## src/rtl/video_pkg.sv

```systemverilog
// Shared timing defaults, FSM encoding and raster total helpers for video_stream_tx.
// Pure declarations: no latency and no backpressure of its own.
package video_pkg;

    typedef enum logic {
        IDLE = 1'b0,
        RUN  = 1'b1
    } state_t;

    localparam int H_ACTIVE_DEF = 1280;
    localparam int H_FP_DEF     = 48;
    localparam int H_SYNC_DEF   = 32;
    localparam int H_BP_DEF     = 80;
    localparam int V_ACTIVE_DEF = 720;
    localparam int V_FP_DEF     = 3;
    localparam int V_SYNC_DEF   = 5;
    localparam int V_BP_DEF     = 20;
    localparam int CNT_W_DEF    = 11;

    function automatic int h_total(input int act, input int fp, input int sync, input int bp);
        return act + fp + sync + bp;
    endfunction

    function automatic int v_total(input int act, input int fp, input int sync, input int bp);
        return act + fp + sync + bp;
    endfunction

endpackage

```

## src/rtl/raster_counter.sv

```systemverilog
// Free-running h/v raster counters with region decode; decode is combinational from the counters.
// Counters advance every cycle while run_i is high and are held at zero otherwise; no backpressure.
module raster_counter
    import video_pkg::*;
#(
    parameter int H_ACTIVE = H_ACTIVE_DEF,
    parameter int H_FP     = H_FP_DEF,
    parameter int H_SYNC   = H_SYNC_DEF,
    parameter int H_BP     = H_BP_DEF,
    parameter int V_ACTIVE = V_ACTIVE_DEF,
    parameter int V_FP     = V_FP_DEF,
    parameter int V_SYNC   = V_SYNC_DEF,
    parameter int V_BP     = V_BP_DEF,
    parameter int CNT_W    = CNT_W_DEF
) (
    input  logic       clk,
    input  logic       rst,
    input  logic       run_i,
    output logic       act_o,
    output logic       hsync_o,
    output logic       vsync_o,
    output logic       last_o,
    output logic       first_o,
    output logic [7:0] pat_o
);

    localparam logic [CNT_W-1:0] H_LAST = CNT_W'(h_total(H_ACTIVE, H_FP, H_SYNC, H_BP) - 1);
    localparam logic [CNT_W-1:0] V_LAST = CNT_W'(v_total(V_ACTIVE, V_FP, V_SYNC, V_BP) - 1);
    localparam logic [CNT_W-1:0] H_ACT  = CNT_W'(H_ACTIVE);
    localparam logic [CNT_W-1:0] V_ACT  = CNT_W'(V_ACTIVE);
    localparam logic [CNT_W-1:0] H_SS   = CNT_W'(H_ACTIVE + H_FP);
    localparam logic [CNT_W-1:0] H_SE   = CNT_W'(H_ACTIVE + H_FP + H_SYNC);
    localparam logic [CNT_W-1:0] V_SS   = CNT_W'(V_ACTIVE + V_FP);
    localparam logic [CNT_W-1:0] V_SE   = CNT_W'(V_ACTIVE + V_FP + V_SYNC);

    logic [CNT_W-1:0] h_q, h_d;
    logic [CNT_W-1:0] v_q, v_d;

    always_comb begin
        h_d = h_q;
        v_d = v_q;
        if (!run_i) begin
            h_d = '0;
            v_d = '0;
        end else if (h_q == H_LAST) begin
            h_d = '0;
            v_d = (v_q == V_LAST) ? '0 : v_q + 1'b1;
        end else begin
            h_d = h_q + 1'b1;
        end
    end

    always_ff @(posedge clk) begin
        if (!rst) begin
            h_q <= '0;
            v_q <= '0;
        end else begin
            h_q <= h_d;
            v_q <= v_d;
        end
    end

    assign act_o   = (h_q < H_ACT) && (v_q < V_ACT);
    assign hsync_o = (h_q >= H_SS) && (h_q < H_SE);
    assign vsync_o = (v_q >= V_SS) && (v_q < V_SE);
    assign last_o  = (h_q == H_LAST) && (v_q == V_LAST);
    assign first_o = (h_q == '0) && (v_q == '0);
    assign pat_o   = 8'(h_q) + 8'(v_q);

endmodule

```

## src/rtl/video_stream_tx.sv

```systemverilog
// Raster source: pulls luma from a valid/ready stream and emits y/dv/hs/vs one cycle after each counter position.
// Never stalls; a missing pixel in an active slot becomes 0 and sets sticky underflow. TEST_PATTERN_EN adds pat_sel.
module video_stream_tx
    import video_pkg::*;
#(
    parameter int H_ACTIVE = H_ACTIVE_DEF,
    parameter int H_FP     = H_FP_DEF,
    parameter int H_SYNC   = H_SYNC_DEF,
    parameter int H_BP     = H_BP_DEF,
    parameter int V_ACTIVE = V_ACTIVE_DEF,
    parameter int V_FP     = V_FP_DEF,
    parameter int V_SYNC   = V_SYNC_DEF,
    parameter int V_BP     = V_BP_DEF,
    parameter int CNT_W    = CNT_W_DEF
) (
    input  logic       clk,
    input  logic       rst,
    input  logic       en,
`ifdef TEST_PATTERN_EN
    input  logic       pat_sel,
`endif
    input  logic [7:0] s_data,
    input  logic       s_valid,
    output logic       s_ready,
    output logic [7:0] y_o,
    output logic       dv_o,
    output logic       hs_o,
    output logic       vs_o,
    output logic       frame_done,
    output logic       underflow
);

    state_t     state_q, state_d;
    logic       run, act, hsync, vsync, last, first;
    logic [7:0] pix_pat;
    logic       pat_sel_w, pat_q, pat_use;
    logic [7:0] y_q;
    logic       dv_q, hs_q, vs_q, fd_q, uf_q;

    raster_counter #(
        .H_ACTIVE(H_ACTIVE), .H_FP(H_FP), .H_SYNC(H_SYNC), .H_BP(H_BP),
        .V_ACTIVE(V_ACTIVE), .V_FP(V_FP), .V_SYNC(V_SYNC), .V_BP(V_BP),
        .CNT_W(CNT_W)
    ) u_raster (
        .clk     (clk),
        .rst     (rst),
        .run_i   (run),
        .act_o   (act),
        .hsync_o (hsync),
        .vsync_o (vsync),
        .last_o  (last),
        .first_o (first),
        .pat_o   (pix_pat)
    );

`ifdef TEST_PATTERN_EN
    assign pat_sel_w = pat_sel;
`else
    assign pat_sel_w = 1'b0;
`endif

    always_comb begin
        state_d = state_q;
        case (state_q)
            IDLE:    if (en) state_d = RUN;
            RUN:     if (last && !en) state_d = IDLE;
            default: state_d = IDLE;
        endcase
    end

    assign run = (state_q == RUN);
    // Source choice latches at frame start so a frame never mixes pattern and stream pixels.
    assign pat_use = (run && first) ? pat_sel_w : pat_q;
    assign s_ready = run && act && !pat_use;

    always_ff @(posedge clk) begin
        if (!rst) begin
            state_q <= IDLE;
            pat_q   <= 1'b0;
            y_q     <= '0;
            dv_q    <= 1'b0;
            hs_q    <= 1'b0;
            vs_q    <= 1'b0;
            fd_q    <= 1'b0;
            uf_q    <= 1'b0;
        end else begin
            state_q <= state_d;
            pat_q   <= pat_use;
            dv_q    <= run && act;
            hs_q    <= run && hsync;
            vs_q    <= run && vsync;
            fd_q    <= run && last;
            uf_q    <= uf_q | (run && act && !pat_use && !s_valid);
            if (run && act)
                y_q <= pat_use ? pix_pat : (s_valid ? s_data : 8'h00);
            else
                y_q <= 8'h00;
        end
    end

    assign y_o        = y_q;
    assign dv_o       = dv_q;
    assign hs_o       = hs_q;
    assign vs_o       = vs_q;
    assign frame_done = fd_q;
    assign underflow  = uf_q;

endmodule
```

## config.mk

```make
export PLATFORM = sky130hd
export DESIGN_NAME = video_stream_tx
export DESIGN_NICKNAME = d
export VERILOG_FILES = /design/src/rtl/video_pkg.sv /design/src/rtl/raster_counter.sv /design/src/rtl/video_stream_tx.sv
export SDC_FILE = /design/constraint.sdc
export NUM_CORES = 1
export LEC_CHECK = 0
export CORE_UTILIZATION = 25
export CTS_BUF_LIST = sky130_fd_sc_hd__clkbuf_16
export DETAILED_ROUTE_END_ITERATION = 10
export PLACE_DENSITY = 0.41
export SLEW_MARGIN = 40
export SYNTH_ARGS = -nofsm -noshare
export SYNTH_HDL_FRONTEND = slang
export SYNTH_SLANG_ARGS = --single-unit
```

## constraint.sdc

```tcl
create_clock -name clk -period 2.03 [get_ports clk]
set_input_delay 0.406 -clock clk [delete_from_list [all_inputs] [get_ports clk]]
set_output_delay 0.406 -clock clk [all_outputs]
set_load 0.05 [all_outputs]
```

## Word-level counts from Yosys, hierarchy flattened

Index checks and enable logic that the tools add are counted.

| storage, ports and cells | value |
|---|---|
| flip-flop bits (word level) | 37 |
| input bits | 12 |
| word-level logic and storage cells | 52 |
| output and inout port bits | 14 |

| cells by class | value |
|---|---|
| bitwise gates (word level) | 3 |
| order comparisons | 6 |
| eq/ne operators | 2 |
| add/sub/neg operators | 3 |
| muxes and demuxes | 7 |
| reductions and logical operators | 21 |

Operators by type and width:

| cell | count |
|---|---|
| 11-bit by 1-bit adder with 11-bit output (second input constant) | 2 |
| 11-bit logical NOT | 2 |
| 11-bit by 10-bit less-than comparator with 1-bit output (second input constant) | 2 |
| 11-bit less-than comparator (second input constant) | 2 |
| 8-bit 2-to-1 mux | 2 |
| 1-bit logical AND | 13 |
| 11-bit by 10-bit == test with 1-bit output (second input constant) | 1 |
| 11-bit == test (second input constant) | 1 |
| 11-bit by 10-bit greater-or-equal comparator with 1-bit output (second input constant) | 1 |
| 11-bit greater-or-equal comparator (second input constant) | 1 |
| 11-bit 2-to-1 mux | 1 |
| 8-bit adder | 1 |
| 2-bit AND reduction | 2 |
| 1-bit logical NOT | 3 |
| 1-bit 2-to-1 mux | 3 |
| 3-bit OR reduction | 1 |
| 1-bit inverter | 2 |
| 1-bit case mux with 2 select lines | 1 |
| 1-bit OR | 1 |

## Longest topological paths before layout

Gate-level depths: netlist of the first run.

| logic depth | value |
|---|---|
| depth after elaboration | 8 |
| gate-level depth with buffers | 8 |
| depth with buffers taken out | 8 |

## Cells and area by module

A second synthesis of the first run with hierarchy kept.

| second synthesis, totals | value |
|---|---|
| cells, all modules | 240 |
| area, all modules | 2089.5 um^2 |

By module, submodules not included:

| module | area an instance (um^2) | instances | cells each | sequential area each (um^2) |
|---|---|---|---|---|
| raster_counter | 1547.7 | 1 | 185 | 440.4 |
| video_stream_tx | 541.8 | 1 | 55 | 300.3 |

## Least setup slack after synthesis of the first run

Ideal clock, no wire load.

| path | value |
|---|---|
| path type | reg2out |
| start | register u_raster.v_q[3] |
| end | output s_ready |
| setup slack | -0.577 ns |
| stages on the path, launching flop included | 6 |
| arrival | 2.201 ns |
| required time | 1.624 ns |
| cells stage by stage | dfxtp_1 > or4_4 > nor4_4 > a31oi_2 > buf_6 > nor2_1 |

| on the way | value |
|---|---|
| word-level cells in the longest chain between the ends | 6 |
| elaborated cells on any way between the ends | 9 |
| classes of those cells | order compare (1); mux (1); reduce/logical (7) |

RTL lines:

| item | RTL line | source |
|---|---|---|
| from (decl) | raster_counter.sv:37 | `logic [CNT_W-1:0] v_q, v_d;` |
| from (signal assigned) | raster_counter.sv:59 | `v_q <= v_d;` |
| branches (longest 5 deep; another with 11-bit by 10-bit less-than comparator with 1-bit output) | - |  |
| 1-bit logical AND (*) | video_stream_tx.sv:74 | `assign s_ready = run && act && !pat_use;` |
| to (decl) | video_stream_tx.sv:24 | `output logic s_ready,` |

Every way passes the cells marked *.

## Final worst setup path of the first run

| path | value |
|---|---|
| start | register u_raster.h_q[3] |
| end | output s_ready |

| on the way | value |
|---|---|
| word-level cells in the longest chain between the ends | 6 |
| elaborated cells on any way between the ends | 9 |
| classes of those cells | order compare (1); mux (1); reduce/logical (7) |

RTL lines:

| item | RTL line | source |
|---|---|---|
| from (decl) | raster_counter.sv:36 | `logic [CNT_W-1:0] h_q, h_d;` |
| from (signal assigned) | raster_counter.sv:55 | `h_q <= '0;` |
| from (signal assigned) | raster_counter.sv:58 | `h_q <= h_d;` |
| branches (longest 5 deep; another with 11-bit less-than comparator) | - |  |
| 1-bit logical AND (*) | video_stream_tx.sv:74 |  |

Marked as above.

==> qor.txt, run 1 <==
Complex-gate fraction of the synthesized area: 0.09770
Post-synthesis adder-cell area fraction: 0.08046
Iteration-0 DRC count of the detailed router: 63
Vias per cell: 4.524
Initial antenna violation count: 0
Worst-Skew Late Latency: 0.28 ns
Slew @ Worst Pin: 0.7275 ns
Final ANT Viol Nets: 0
Setup CP Type: reg -> out
YS warnings: 0
Area of the multi-input gates: 1191 µm²
Worst-path fanout max: 2
Gate count of the mapped netlist: 227
Peak VDD IR: 0.2670 mV
Startpoint types: flip-flop
Setup ws final: -0.2275 ns
Register-to-Register Path Depth: 6
Cts-stage hold buffer count: 0
Overflow after GRT: 0
Slowest stage delay, CP: 0.54 ns
Post-synthesis cell type count: 46
Routed WL per cell: 13.12 µm
Max-Cap Viols: 0
Xor/xnor share of the synthesized area: 0.1028
Core area: 7408 µm²
GP Congestion: 0.8062
Post-Synth Simple-Gate Area: 0.2618
Die area: 8196 µm²
Post-CTS setup buffer count: 0
Worst EP required: 1.62 ns
Finish-stage setup viols: 1
Area contributors post-synth: dfxtp_1 (38%), xor2_1 (7.2%), nor2_1 (7.1%)
Fin crit share: 1.112
Post-detail-place hpwl: 3842 µm
Final Slew Violations: 0
Final hold slack: 0.4506 ns
Reg-to-Reg End: y_o[2]
Setup crit end kind: primary output
Failing checks: negative setup slack
Final net count: 302
Asr flop ratio synth: 0
Vias: 1,701
Hold Crit Class: reg -> reg
Finished Core Util: 0.3658
Synth Cell Area: 1959 µm²
Clk slew on worst S/H paths: 0.05 ns
Crit path cell chain: or4_4 -> nor4_4 -> a31oi_4 -> nor2_4 -> buf_12
Cell taking the most area after synthesis: dfxtp_1
CP Data Arrival Time: 1.85 ns
Proportion of synthesized area in mux cells: 0.03321
Sequential area share after synthesis: 0.3780
Slew HR: 0.5145
CTS tree: done
Layout Skew: 0.003396 ns
Mean Syn Cell Area: 8.632 µm²
Synth Register Bits: 37
DR DRC count: 0
Leakage: 0.001068 µW
Worst R2R Setup Slack: 0.04 ns
Filler instances: 752
First drt pass iteration count: 5
Die Wd: 90.53 µm
P&R area growth vs syn: 38.31%
Clock sink count: 37
Effective utilization at floorplan: 0.2645
Vias in the first global route: 1,582
Pwr Density: 594.8 nW/µm²
Largest net degree at the start of global routing: 14
Number of synthesized flops with an enable pin: 0
# rows: 31
Worst setup endpoint: s_ready
Hold-critical path depth: 1
Worst R2R Start: u_raster.h_q[3]
Final min period: 2.257 ns
Main synth FF type: dfxtp_1
H-tree levels: 2
Ports: 26
CTS Root Cell: clkbuf_16
Clock buffer depth: 2
RSZ-0062 raised after global routing: yes
Outcome: complete, but fails checks
All-Layer GR Usage: 0.1280
Global-route wire length before repair: 8128 µm
Final wirelength: 4932 µm
Share of cells above drive strength 1: 0.1949
Die height: 90.53 µm
Port-buffer cells: 25
Total CTS buffers: 5
Reg area: 745.7 µm²
Achievable frequency: 443.0 MHz
Syn nets: 251
Design Area, Final: 2710 µm²
Largest family of logic cells by synthesized area: simple AND/OR/NAND/NOR gates
Crit path launch: u_raster.h_q[3]
Final hold vios: 0
Setup_tns: -0.2275 ns
Top cell type's share of synthesized area: 0.3780
CP max-delay cell: or4_4
Antenna diodes: 0
Placed Area: 2535 µm²
## worst max-delay path, delay by kind of cell, from the launching register on
family	cells	cell delay [ns]
and+or+nand+nor	3	0.97
DFF	1	0.31
AOI/OAI and AO/OA	1	0.14
buffers and inverters	1	0.14
## power breakdown
part	internal [µW]	switching, µW
Clock	438	282
Combinational	64.8	81.2
Sequential	738	7.45
## flip-flops by register name (all words and copies together) (netlist names)
register	cells
dv_o	1
frame_done	1
hs_o	1
pat_q	1
run	1
u_raster.h_q	11
u_raster.v_q	11
underflow	1
vs_o	1
y_o	8
## layer usage
layer / routed length, µm / part of all wire / GRT usage
met1: 2499 / 0.51 / 0.1743
met2: 2051 / 0.42 / 0.1850
met3: 275 / 0.056 / 0.03956
met4: 106 / 0.021 / 0.05376
met5: 0 / 0 / 0
## synthesized netlist by cell type, drive strengths merged (2+ instances only)
master and n:
or4 2, mux2i 2, o21ai 3, nand4 3, mux2 4, nand2 15
a31o 2, nor2 37, ha 11, and3 3, xor2 16, dfxtp 37
nor3 3, clkbuf 7, inv 13, nor2b 2, and2 2, or2 2
xnor2 7, o31ai 2, nor4 7, buf 2, nand3 17, a21oi 6
a211oi 4, or3 3
## layout make-up
class / count / share of cell area
clock buffer: 5 / 0.04617
clock inverter: 1 / 0.001847
inverter: 13 / 0.01801
multi-input combinational: 168 / 0.4395
sequential: 37 / 0.2752
tap: 99 / 0.04571
timing repair buffer: 53 / 0.1736
## cells by family (layout without fill, tap and decap cells)
kind of cell / count (synthesis) / after routing
simple gates: 101 / 101
xor+xnor: 23 / 23
mux: 6 / 6
compound gates: 26 / 26
flops: 37 / 37
fa+ha+maj: 12 / 12
buf+inv: 22 / 72
## worst min path at each step
stage / start / to
finish: u_raster.h_q[0] / u_raster.h_q[0]
detailed placement: underflow / underflow
global route: u_raster.h_q[0] / u_raster.h_q[0]
floorplan: u_raster.h_q[0] / u_raster.h_q[0]
global placement: underflow / underflow
CTS: underflow / underflow
## stage by stage
stage,std cells,setup WS [ns],power (µW)
CTS,376,-0.2464,1640
global placement,370,0.05484,907.6
floorplan,227,-0.1213,839.2
global route,376,-0.2906,1688
finish,376,-0.2275,1612
detailed placement,370,0.005442,905.3
## cells in the final DEF, fill, tap and decap left out, types with 2 or more instances in the layout
cell / Yosys / layout
nor2_1: 37 / 36
dfxtp_1: 37 / 33
buf_4: 0 / 28
clkdlybuf4s50_1: 0 / 24
nand3_1: 16 / 16
xor2_1: 16 / 16
nand2_1: 15 / 15
inv_1: 13 / 12
ha_1: 11 / 10
xnor2_1: 7 / 7
nor4_1: 6 / 6
a21oi_1: 6 / 6
clkbuf_16: 0 / 5
a211oi_1: 4 / 4
dfxtp_2: 0 / 4
or3_1: 3 / 3
o21ai_0: 3 / 3
mux2_1: 4 / 3
nor3_1: 3 / 3
nand4_1: 3 / 3
and3_1: 3 / 3
or4_4: 1 / 2
a31o_1: 2 / 2
and2_1: 2 / 2
mux2i_1: 2 / 2
## timing repair
action,4_1_cts,5_1_grt
gates resized for setup,0,12
gates cloned,0,0
setup endpoints to repair,1,8
pin swaps,0,1
Power figures use the tool's default switching activity.
==> run 2: changes to the inputs <==
--- a/config.mk
+++ b/config.mk
@@ -5,6 +5,7 @@
 export SDC_FILE = /design/constraint.sdc
 export NUM_CORES = 1
 export LEC_CHECK = 0
+export CAP_MARGIN = 20
 export CORE_UTILIZATION = 25
 export CTS_BUF_LIST = sky130_fd_sc_hd__clkbuf_16
 export DETAILED_ROUTE_END_ITERATION = 10
==> results of run 2 <==
Final layout, timing and power as in run 1 (identical DEF).
==> run 3: changes to the inputs <==
--- a/config.mk
+++ b/config.mk
@@ -9,8 +9,10 @@
 export CORE_UTILIZATION = 25
 export CTS_BUF_LIST = sky130_fd_sc_hd__clkbuf_16
 export DETAILED_ROUTE_END_ITERATION = 10
+export MAX_ROUTING_LAYER = met4
 export PLACE_DENSITY = 0.41
 export SLEW_MARGIN = 40
 export SYNTH_ARGS = -nofsm -noshare
 export SYNTH_HDL_FRONTEND = slang
+export SYNTH_HIERARCHICAL = 1
 export SYNTH_SLANG_ARGS = --single-unit
==> run 3 against run 2 <==
Count of clock-buffer cells in the layout unchanged. Highest routed layer unchanged. The flow still finishes with violations (negative setup slack). Largest power group unchanged. Via count increased by 10%. First-iteration DRC count decreased by 16%. Clock power increased by 2%. Cell count increased by 6.6%. Core utilization increased by 1.4 points. Cell area increased by 11%. Sequential cell count unchanged.
==> qor.txt, run 3 <==
Outcome: complete, but fails checks
Failing checks: negative setup slack
# rows: 32 (+3.2%)
Commonest non-fill, non-tap cell in the layout: buf_4
Die Wd: 93.42 µm (+3.2%)
Die area: 8727 µm² (+6.5%)
Die height: 93.42 µm (+3.2%)
Hold-critical path depth: 2 (+1)
Most frequent cell after synthesis: dfxtp_1
Antenna diodes: 0 (unchanged)
Setup WS pre-CTS: -0.07330 ns (-0.07874 ns)
Asr flop ratio synth: 0 (unchanged)
Clk slew on worst S/H paths: 0.06 ns (about the same)
Vias per cell: 4.686 (+3.6%)
Synth Cell Area: 2090 µm² (+6.6%)
Ports: 26 (unchanged)
GP Congestion: 0.7754 (-3.8%)
Vias in the first global route: 1,884 (+19%)
Global-route wire length before repair: 9597 µm (+18%)
Final wirelength: 5701 µm (+16%)
Total CTS buffers: 5 (unchanged)
Worst-Skew Late Latency: 0.28 ns (about the same)
Core area: 7888 µm² (+6.5%)
Achievable frequency: 473.4 MHz (+6.9%)
Setup ws final: -0.08249 ns (+0.1450 ns)
Post-detail-place hpwl: 4255 µm (+11%)
Max Used Layer: met4
Cell taking the most area after synthesis: dfxtp_1
Final ANT Viol Nets: 0 (unchanged)
Finished Core Util: 0.3801 (+0.01426)
Worst-path fanout max: 3 (+1)
Area contributors post-synth: dfxtp_1 (35%), ha_1 (6.6%), nand3_1 (4.8%)
Worst EP required: 1.62 ns (about the same)
Gate count of the mapped netlist: 240 (+5.7%)
Commonest non-fill, non-tap cells in the layout: buf_4 (35), dfxtp_1 (27), clkdlybuf4s50_1 (24)
Setup CP Type: reg -> out
Cts-stage hold buffer count: 0 (unchanged)
Final hold vios: 0 (unchanged)
Number of synthesized flops with an enable pin: 0 (unchanged)
Final net count: 322 (+6.6%)
Routed WL per cell: 14.22 µm (+8.4%)
First drt pass iteration count: 4 (-1)
Filler instances: 844 (+12%)
Finish-stage setup viols: 1 (unchanged)
Peak VDD IR: 0.3033 mV (+14%)
Port-buffer cells: 25 (unchanged)
All-Layer GR Usage: 0.1465 (+0.01842)
CTS tree: done
Layout Skew: 0.004229 ns (+0.0008334 ns)
Clock buffer depth: 2 (unchanged)
Synth Register Bits: 37 (unchanged)
Setup crit end kind: primary output
Reg area: 753.2 µm² (+1.0%)
Effective utilization at floorplan: 0.2649 (+0.0004288)
Syn nets: 264 (+5.2%)
RSZ-0062 raised after global routing: yes
Hold endpoint: underflow
Reg-to-Reg End: y_o[6]
Final Slew Violations: 0 (unchanged)
Share of cells above drive strength 1: 0.3177 (+0.1228)
Leakage: 0.001150 µW (+7.7%)
Largest net degree at the start of global routing: 11 (-3)
Max-Cap Viols: 0 (unchanged)
Vias: 1,879 (+10%)
Area of the multi-input gates: 1389 µm² (+17%)
Routed wl met2: 2625 µm (+28%)
Placed Area: 2629 µm² (+3.7%)
Slew HR: 0.6619 (+0.1474)
Post-synthesis cell type count: 53 (+15%)
DR DRC count: 0 (unchanged)
H-tree levels: 2 (unchanged)
Worst R2R Start: u_raster/h_q[0]
Fin crit share: 1.041 (-0.07143)
Slew @ Worst Pin: 0.5055 ns (-0.2219 ns)
Final min period: 2.112 ns (-0.1450 ns)
WL met3: 241 µm (-12%)
Initial antenna violation count: 0 (unchanged)
Clock sink count: 37 (unchanged)
Main synth FF type: dfxtp_1
Hold_sp: underflow
Hold Crit Class: reg -> reg
Met1 WL: 2774 µm (+11%)
Worst R2R Setup Slack: 0.09 ns (+0.05 ns)
Iteration-0 DRC count of the detailed router: 53 (-16%)
Pwr Density: 535.0 nW/µm² (-10%)
YS warnings: 6 (+6)
Sequential area share after synthesis: 0.3545 (-0.02354)
Design Area, Final: 2998 µm² (+11%)
P&R area growth vs syn: 43.47%
Overflow after GRT: 0 (unchanged)
Top cell type's share of synthesized area: 0.3545 (-0.02354)
Mean Syn Cell Area: 8.706 µm² (+0.86%)
CP Data Arrival Time: 1.71 ns (-0.14 ns)
Startpoint types: flip-flop
CTS Root Cell: clkbuf_16
Total power: 1604 µW (-0.50%)
Register-to-Register Path Depth: 10 (+4)
Synth top cells by count: dfxtp_1 (37), nand2_1 (20), nand3_1 (20)
[run 3: cell count changes after synthesis, sizes merged, moves of 4 or more]
cell / before / now
nand3: 17 / 21
mux2: 4 / 0
nor2: 37 / 19
nand2: 15 / 20
clkbuf: 7 / 3
or3: 3 / 7
a211oi: 4 / 0
xor2: 16 / 10
o21ai: 3 / 10
a21oi: 6 / 20
and4: 0 / 4
nand4: 3 / 9
buf: 2 / 7
[run 3: worst max path at each step]
stage	to	slack, ns	cells past startpoint	from
6_report	s_ready	-0.08	6	u_raster/v_q[2]
5_1_grt	s_ready	-0.18	8	u_raster/h_q[1]
4_1_cts	s_ready	-0.05	8	u_raster/h_q[1]
3_5_place_dp	s_ready	-0.07	8	u_raster/v_q[0]
3_3_place_gp	s_ready	-0.03	8	u_raster/h_q[0]
2_1_floorplan	s_ready	0.03	8	u_raster/v_q[0]
[run 3: routing by layer]
layer / up-vias / global-route usage
met5: - / -
met1: 861 / 0.1881
met4: 0 / 0.03846
li1: 977 / -
met3: 4 / 0.03171
met2: 37 / 0.2328
[run 3: cells by family after synthesis]
group	after synthesis	share of synthesized area
buffers and inverters	23	0.06706
and+or+nand+nor	107	0.2958
xor gates and xnor gates	17	0.07126
adders and majority gates	12	0.07545
muxes	1	0.004791
DFF	37	0.3545
AOI/OAI and AO/OA	43	0.1311
[run 3: critical path: stages, from the launching register on]
cell     delay (ns)
dfxtp_1        0.39
nor4b_4        0.32
nand3_2        0.13
nor2_4         0.13
a21bo_1        0.13
and3_4         0.20
buf_12         0.13
[run 3: what timing repair did]
action | in CTS | in global routing
pin swaps | 7 | 8
gates cloned | 0 | 0
setup endpoints to repair | 1 | 12
setup buffers | 5 | 1
resized for setup | 27 | 17
[run 3: final cells by class]
cell class / count / share of cell area
well taps: 102 / 0.04257
clock buffers: 5 / 0.04174
inverters: 13 / 0.01628
clock inverters: 3 / 0.003756
multi-input cells: 180 / 0.4633
repair buffers: 61 / 0.1811
flip-flops and latches: 37 / 0.2513
[run 3: per-stage QoR]
| step | TNS, ns | std cells | hold WS (ns) |
|---|---|---|---|
| after floorplan | 0 | 240 | 0.4521 |
| final | -0.08249 | 401 | 0.4561 |
| after CTS | -0.07435 | 400 | 0.4618 |
| after detailed placement | -0.07330 | 387 | 0.4488 |
| after global routing | -0.1979 | 401 | 0.5118 |
| after global placement | -0.02568 | 387 | 0.4451 |
[run 3: power breakdown]
part | switching, µW | total, µW | internal (µW) | leakage, µW
registers | 5.63 | 741 | 735 | 0.000304
clock network | 289 | 731 | 441 | 0.0000776
logic | 68.6 | 132 | 63.2 | 0.000768
total | 364 | 1600 | 1240 | 0.00115
